===== config.mk =====
export PLATFORM = sky130hd
export DESIGN_NAME = seg7_scan_decoder
export DESIGN_NICKNAME = d
export VERILOG_FILES = /design/src/rtl/seg7_scan_decoder.sv
export SDC_FILE = /design/constraint.sdc
export NUM_CORES = 1
export LEC_CHECK = 0
export ABC_AREA = 1
export BUFFER_PORTS_ARGS = -buffer_cell sky130_fd_sc_hd__buf_2
export CAP_MARGIN = 20
export CORE_MARGIN = 5
export CORE_UTILIZATION = 50
export CTS_CLUSTER_SIZE = 40
export DETAILED_ROUTE_END_ITERATION = 16
export PLACE_DENSITY = 0.71
export SYNTH_ARGS = -nofsm -noshare
export SYNTH_HDL_FRONTEND = slang
export SYNTH_SLANG_ARGS = --single-unit

===== constraint.sdc =====
create_clock -name clk -period 4.45 [get_ports clk]
set_input_delay 0.2225 -clock clk [delete_from_list [all_inputs] [get_ports clk]]
set_output_delay 0.2225 -clock clk [all_outputs]
set_load 0.05 [all_outputs]

===== src/rtl/seg7_scan_decoder.sv =====
// Recovers BCD digits from a multiplexed 7-segment scan bus once each pattern has been stable long enough.
// Optional build macro: SEG7_ACTIVE_LOW_EN (common-anode bus, segment and enable lines inverted at the input register).
module seg7_scan_decoder #(
  parameter int DIGITS     = 4,
  parameter int STABLE_CYC = 3
) (
  input  logic                  clk,
  input  logic                  rst,
  input  logic [6:0]            seg,
  input  logic [DIGITS-1:0]     an,
  input  logic                  clr,
  output logic [4*DIGITS-1:0]   digits,
  output logic [DIGITS-1:0]     valid,
  output logic                  err,
  output logic                  upd
);

  typedef enum logic [1:0] {
    S_IDLE,
    S_COUNT,
    S_ACCEPT,
    S_HELD
  } state_t;

  localparam logic [7:0] RUN_MAX = 8'(STABLE_CYC);

  logic [6:0]          w_seg_in;
  logic [DIGITS-1:0]   w_an_in;
  logic [6:0]          r_seg, r_seg_d;
  logic [DIGITS-1:0]   r_an, r_an_d;
  logic [7:0]          r_run, w_run_next;
  state_t              r_state, w_state_next;
  logic                w_same, w_run_full, w_onehot, w_accept;
  logic                w_dec_ok, w_blank;
  logic [3:0]          w_bcd;
  logic [4*DIGITS-1:0] r_digits;
  logic [DIGITS-1:0]   r_valid;
  logic                r_err, r_upd;

`ifdef SEG7_ACTIVE_LOW_EN
  assign w_seg_in = ~seg;
  assign w_an_in  = ~an;
`else
  assign w_seg_in = seg;
  assign w_an_in  = an;
`endif

  // NOTE: sequential state uses non-blocking assignments so every register samples pre-edge values.
  always_ff @(posedge clk) begin
    if (rst) begin
      r_seg   <= '0;
      r_an    <= '0;
      r_seg_d <= '0;
      r_an_d  <= '0;
    end else begin
      r_seg   <= w_seg_in;
      r_an    <= w_an_in;
      r_seg_d <= r_seg;
      r_an_d  <= r_an;
    end
  end

  assign w_same     = (r_seg == r_seg_d) && (r_an == r_an_d);
  assign w_onehot   = $onehot(r_an);

  // The run length is evaluated one step ahead so the write lands on the edge the window completes.
  always_comb begin
    w_run_next = 8'd1;
    if (w_same) w_run_next = (r_run == RUN_MAX) ? r_run : r_run + 8'd1;
  end

  assign w_run_full = (w_run_next == RUN_MAX);

  always_ff @(posedge clk) begin
    if (rst || clr) r_run <= '0;
    else            r_run <= w_run_next;
  end

  always_ff @(posedge clk) begin
    if (rst || clr) r_state <= S_IDLE;
    else            r_state <= w_state_next;
  end

  // NOTE: every always_comb output gets a default first so no path can infer a latch.
  always_comb begin
    w_state_next = r_state;
    case (r_state)
      S_IDLE, S_HELD: if (!w_same) w_state_next = S_COUNT;
      S_COUNT:        if (w_run_full) w_state_next = w_onehot ? S_ACCEPT : S_HELD;
      S_ACCEPT:       w_state_next = w_same ? S_HELD : S_COUNT;
      default:        w_state_next = S_IDLE;
    endcase
  end

  assign w_accept = (r_state == S_COUNT) && w_run_full && w_onehot;

  always_comb begin
    w_dec_ok = 1'b1;
    w_bcd    = 4'd0;
    case (r_seg)
      7'h3F: w_bcd = 4'd0;
      7'h06: w_bcd = 4'd1;
      7'h5B: w_bcd = 4'd2;
      7'h4F: w_bcd = 4'd3;
      7'h66: w_bcd = 4'd4;
      7'h6D: w_bcd = 4'd5;
      7'h7D: w_bcd = 4'd6;
      7'h07: w_bcd = 4'd7;
      7'h7F: w_bcd = 4'd8;
      7'h6F: w_bcd = 4'd9;
      default: w_dec_ok = 1'b0;
    endcase
  end

  assign w_blank = (r_seg == 7'h00);

  // clr has priority over a same-cycle acceptance, including the err set.
  always_ff @(posedge clk) begin
    if (rst || clr) begin
      r_digits <= '0;
      r_valid  <= '0;
      r_err    <= 1'b0;
      r_upd    <= 1'b0;
    end else begin
      r_upd <= w_accept && w_dec_ok;
      if (w_accept) begin
        for (int i = 0; i < DIGITS; i++) begin
          if (r_an[i]) begin
            r_valid[i] <= w_dec_ok;
            if (w_dec_ok) r_digits[4*i +: 4] <= w_bcd;
          end
        end
        if (!w_dec_ok && !w_blank) r_err <= 1'b1;
      end
    end
  end

  assign digits = r_digits;
  assign valid  = r_valid;
  assign err    = r_err;
  assign upd    = r_upd;

endmodule


==> flow_summary.html <==
<table>
<tr><th>Metric</th><th>Value</th></tr>
<tr><th colspan="2">Outcome</th></tr>
<tr><td>Result of the run</td><td>finished, final reports clean</td></tr>
<tr><th colspan="2">Critical path</th></tr>
<tr><td>Crit path launch type</td><td>flop</td></tr>
<tr><td>Slowest cell delay on critical path</td><td>roughly 0.53 ns</td></tr>
<tr><td>Cell type of the slowest stage on the worst timing path</td><td>fa_1</td></tr>
<tr><td>Cell family with the largest share of critical-path delay</td><td>simple AND/OR/NAND/NOR gates</td></tr>
<tr><td>Worst EP arrival</td><td>~3 ns</td></tr>
<tr><td>Endpoint required time on the critical path</td><td>~4.7 ns</td></tr>
<tr><td>Start-to-end type of the worst setup path</td><td>flop to flop</td></tr>
<tr><td>Kind of end point of the critical path</td><td>flop</td></tr>
<tr><td>CP bufs+invs</td><td>3</td></tr>
<tr><td>Register-to-register setup slack</td><td>approximately 1.6 ns</td></tr>
<tr><td>Biggest fanout along the worst timing path</td><td>10</td></tr>
<tr><td>CP Cell Sequence</td><td>inv_2 &gt; fa_1 &gt; inv_1 &gt; ha_1 &gt; ha_1 &gt; nor3b_1 &gt; inv_1 &gt; nor2_2 &gt; nand4_1 &gt; nor2_1 &gt; nand2_1 &gt; nand2_1 &gt; nor2_1</td></tr>
<tr><th colspan="2">Global routing</th></tr>
<tr><td>Global-route wire length before repair</td><td>around 9600 µm</td></tr>
<tr><td>Initial antenna violation count</td><td>0</td></tr>
<tr><td>Largest net degree at the start of global routing</td><td>24</td></tr>
<tr><td>Number of global-route vias before repair</td><td>around 2200</td></tr>
<tr><td>Global-route usage over all layers</td><td>approximately 17%</td></tr>
<tr><td>Remaining global-route overflow</td><td>0</td></tr>
<tr><th colspan="2">Floorplanning</th></tr>
<tr><td>Initial core utilization</td><td>52.0%</td></tr>
<tr><td>Die X</td><td>83.1 µm</td></tr>
<tr><td>Number of primary I/O pins</td><td>36</td></tr>
<tr><td>Placeable core region</td><td>just over 5000 µm²</td></tr>
<tr><td>Die outline area</td><td>6910 µm²</td></tr>
<tr><td>Cell row count</td><td>26</td></tr>
<tr><td>Y dimension of the die</td><td>approximately 83 µm</td></tr>
<tr><th colspan="2">Clocking</th></tr>
<tr><td>Setup fix buffers added after clock tree synthesis</td><td>0</td></tr>
<tr><td>CTS H-Tree Depth</td><td>2</td></tr>
<tr><td>Number of CTS-inserted buffers</td><td>5</td></tr>
<tr><td>Number of gates resized after cts</td><td>0</td></tr>
<tr><td>Clock tree buffer depth</td><td>2</td></tr>
<tr><td>Count of hold-fix buffers inserted at cts</td><td>0</td></tr>
<tr><td>Clock tree from TritonCTS</td><td>built</td></tr>
<tr><td>Clk sink count</td><td>54</td></tr>
<tr><td>Clk slew on worst S/H paths</td><td>approximately 0.090 ns</td></tr>
<tr><td>Clock Latency Late Sink</td><td>about 0.30 ns</td></tr>
<tr><td>CTS Root Buffer Type</td><td>clkbuf_8</td></tr>
<tr><th colspan="2">Timing</th></tr>
<tr><td>RSZ-0062 raised after global routing</td><td>no</td></tr>
<tr><td>Final hold violations</td><td>0</td></tr>
<tr><td>Max-slew headroom at the worst pin</td><td>between 70% and 80%</td></tr>
<tr><td>Setup skew after layout</td><td>0.00954 ns</td></tr>
<tr><td>Count of final max-slew check failures</td><td>0</td></tr>
<tr><td>Post-route worst hold slack</td><td>roughly 0.11 ns</td></tr>
<tr><td>Endpoints failing setup</td><td>0</td></tr>
<tr><td>Final worst-path cycle share</td><td>a little under two thirds</td></tr>
<tr><td>Maximum clock frequency</td><td>353 MHz</td></tr>
<tr><td>Min cycle time layout</td><td>roughly 2.8 ns</td></tr>
<tr><td>Final TNS setup</td><td>0 ns</td></tr>
<tr><td>Actual slew at the worst max-slew pin</td><td>approximately 0.45 ns</td></tr>
<tr><th colspan="2">Layout</th></tr>
<tr><td>Antenna Diode Count</td><td>0</td></tr>
<tr><td>Fraction of layout cells with a size suffix above 1</td><td>16.8%</td></tr>
<tr><td>Net count, final</td><td>441</td></tr>
<tr><td>Synthesis-to-finish area growth</td><td>13.2%</td></tr>
<tr><td>Top library cells by usage in the layout, fill and taps aside</td><td>nand2_1, nor2_1, inv_1</td></tr>
<tr><td>Number of standard cells in the layout, taps in and fillers out</td><td>around 490</td></tr>
<tr><td>Most common cell after layout, fill and taps aside</td><td>nand2_1</td></tr>
<tr><th colspan="2">Route</th></tr>
<tr><td>Router iterations before antenna repair</td><td>4</td></tr>
<tr><td>First DRT Iteration DRCs</td><td>85</td></tr>
<tr><td>Remaining antenna violation count after routing</td><td>0</td></tr>
<tr><td>Per-cell via count in the routed design</td><td>around 4.7</td></tr>
<tr><td>Routed length per instance</td><td>about 11 µm</td></tr>
<tr><td>Drt drc</td><td>0</td></tr>
<tr><td>Via count</td><td>2321</td></tr>
<tr><td>Final wirelength</td><td>5370 µm</td></tr>
<tr><th colspan="2">Yosys</th></tr>
<tr><td>Post-synthesis average cell area</td><td>around 7 µm²</td></tr>
<tr><td>Main flop type after synthesis</td><td>dfxtp_1</td></tr>
<tr><td>Proportion of synthesized chip area in sequential cells</td><td>between 40% and 50%</td></tr>
<tr><td>Unique masters post-synth</td><td>31</td></tr>
<tr><td>Number of enable-type register cells in the synthesized netlist</td><td>0</td></tr>
<tr><td>Total of warnings raised by yosys</td><td>0</td></tr>
<tr><td>Gate Count Post-Synth</td><td>roughly 380</td></tr>
<tr><td>Summed instance area of the synthesized netlist</td><td>between 2000 and 3000 µm²</td></tr>
<tr><td>Synth Net Count</td><td>between 400 and 500</td></tr>
<tr><td>Proportion of synthesized flip-flops having asynchronous set or reset</td><td>0%</td></tr>
<tr><td>Yosys reg bits</td><td>54</td></tr>
<tr><th colspan="2">Placed design</th></tr>
<tr><td>IO buf count</td><td>35</td></tr>
<tr><td>Cells after DPL</td><td>just under 500</td></tr>
<tr><td>Final GP Congestion</td><td>between 0.8 and 0.9</td></tr>
<tr><td>Post-detail-place hpwl</td><td>~4300 µm</td></tr>
<tr><th colspan="2">Pwr</th></tr>
<tr><td>Standby leakage power</td><td>approximately 0.0015 µW</td></tr>
<tr><td>Power density over the cells</td><td>roughly 300 nW/µm²</td></tr>
<tr><td>Max rail drop VDD</td><td>around 0.17 mV</td></tr>
<tr><th colspan="2">Hold path</th></tr>
<tr><td>Hold WC Path Type</td><td>primary input to flop</td></tr>
<tr><th colspan="2">Job</th></tr>
<tr><td>Maxcap violations</td><td>0</td></tr>
</table>
==> path summary, 6_finish.rpt <==
path	startpoint	end	depth (start not counted)
max	r_an[0]	digits[15]	13
max reg2reg	r_an[0]	digits[15]	13
min	an[2]	r_an[2]	3
min reg2reg	digits[4]	digits[4]	2
==> final cells by class <==
class | instances | area [µm²]
Clock buffer | 7 | 76.3
Clock inverter | 1 | 30.0
Fill cell | 502 | 2110
Inverter | 74 | 280
Multi-Input combinational cell | 250 | 1290
Sequential cell | 54 | 1080
Tap cell | 70 | 87.6
Timing Repair Buffer | 36 | 183
==> report_power, final <==
group / leakage (µW) / switching (µW) / internal (µW)
clock: 0.0000524 / 149 / 168
combinational: 0.000989 / 50.5 / 28.9
sequential: 0.000440 / 11.7 / 494
total: 0.00148 / 211 / 691
==> through the flow <==
stage	instance area [µm²]	setup WS (ns)	utilization [%]	power, µW
4_1_cts	3030	1.64	58.9	915
3_5_place_dp	2920	1.65	56.8	597
6_report	3030	1.62	58.9	902
3_3_place_gp	2920	1.74	56.8	594
5_1_grt	3030	1.34	58.9	946
2_1_floorplan	2670	1.89	-	576
==> per-layer routing <==
layer	part of all wire, %	vias up	track usage, %
met3	4.9	4	3.66
met4	0.78	0	4.46
met5	0	-	0
met1	47	1034	21.5
met2	47	51	27.9
li1	-	1232	-
==> state kept, by name (all words and copies together) (netlist names) <==
name / count
upd: 1
r_seg: 7
r_run: 8
valid: 4
err: 1
digits: 16
r_an_d: 4
r_state: 2
r_seg_d: 7
r_an: 4
==> synthesized netlist by cell type, types with 5 or more instances <==
cell type / count / area, µm²
inv_1: 62 / 233
nand4_2: 5 / 62.6
dfxtp_1: 54 / 1080
xor2_1: 5 / 43.8
nor2_1: 70 / 263
xnor2_1: 6 / 52.6
nand2_1: 91 / 342
a21oi_1: 17 / 85.1
nand4_1: 6 / 37.5
inv_2: 7 / 26.3
nand3_1: 16 / 80.1
ha_1: 5 / 62.6
==> logic make-up after synthesis <==
| family | after synthesis | share of synthesized area [%] |
|---|---|---|
| XOR/XNOR | 11 | 3.60 |
| AND/OR/NAND/NOR | 209 | 36.6 |
| flip-flops | 54 | 40.4 |
| buffers and inverters | 79 | 11.3 |
| adder cells (fa/ha/maj) | 6 | 3.09 |
| AO/OA/AOI/OAI | 24 | 4.96 |
==> worst min-delay path: stages <==
cell    delay (ns)
buf_2         0.07
inv_1         0.03
nor2_1        0.06
Note: power is estimated with default switching activity, not from simulation.
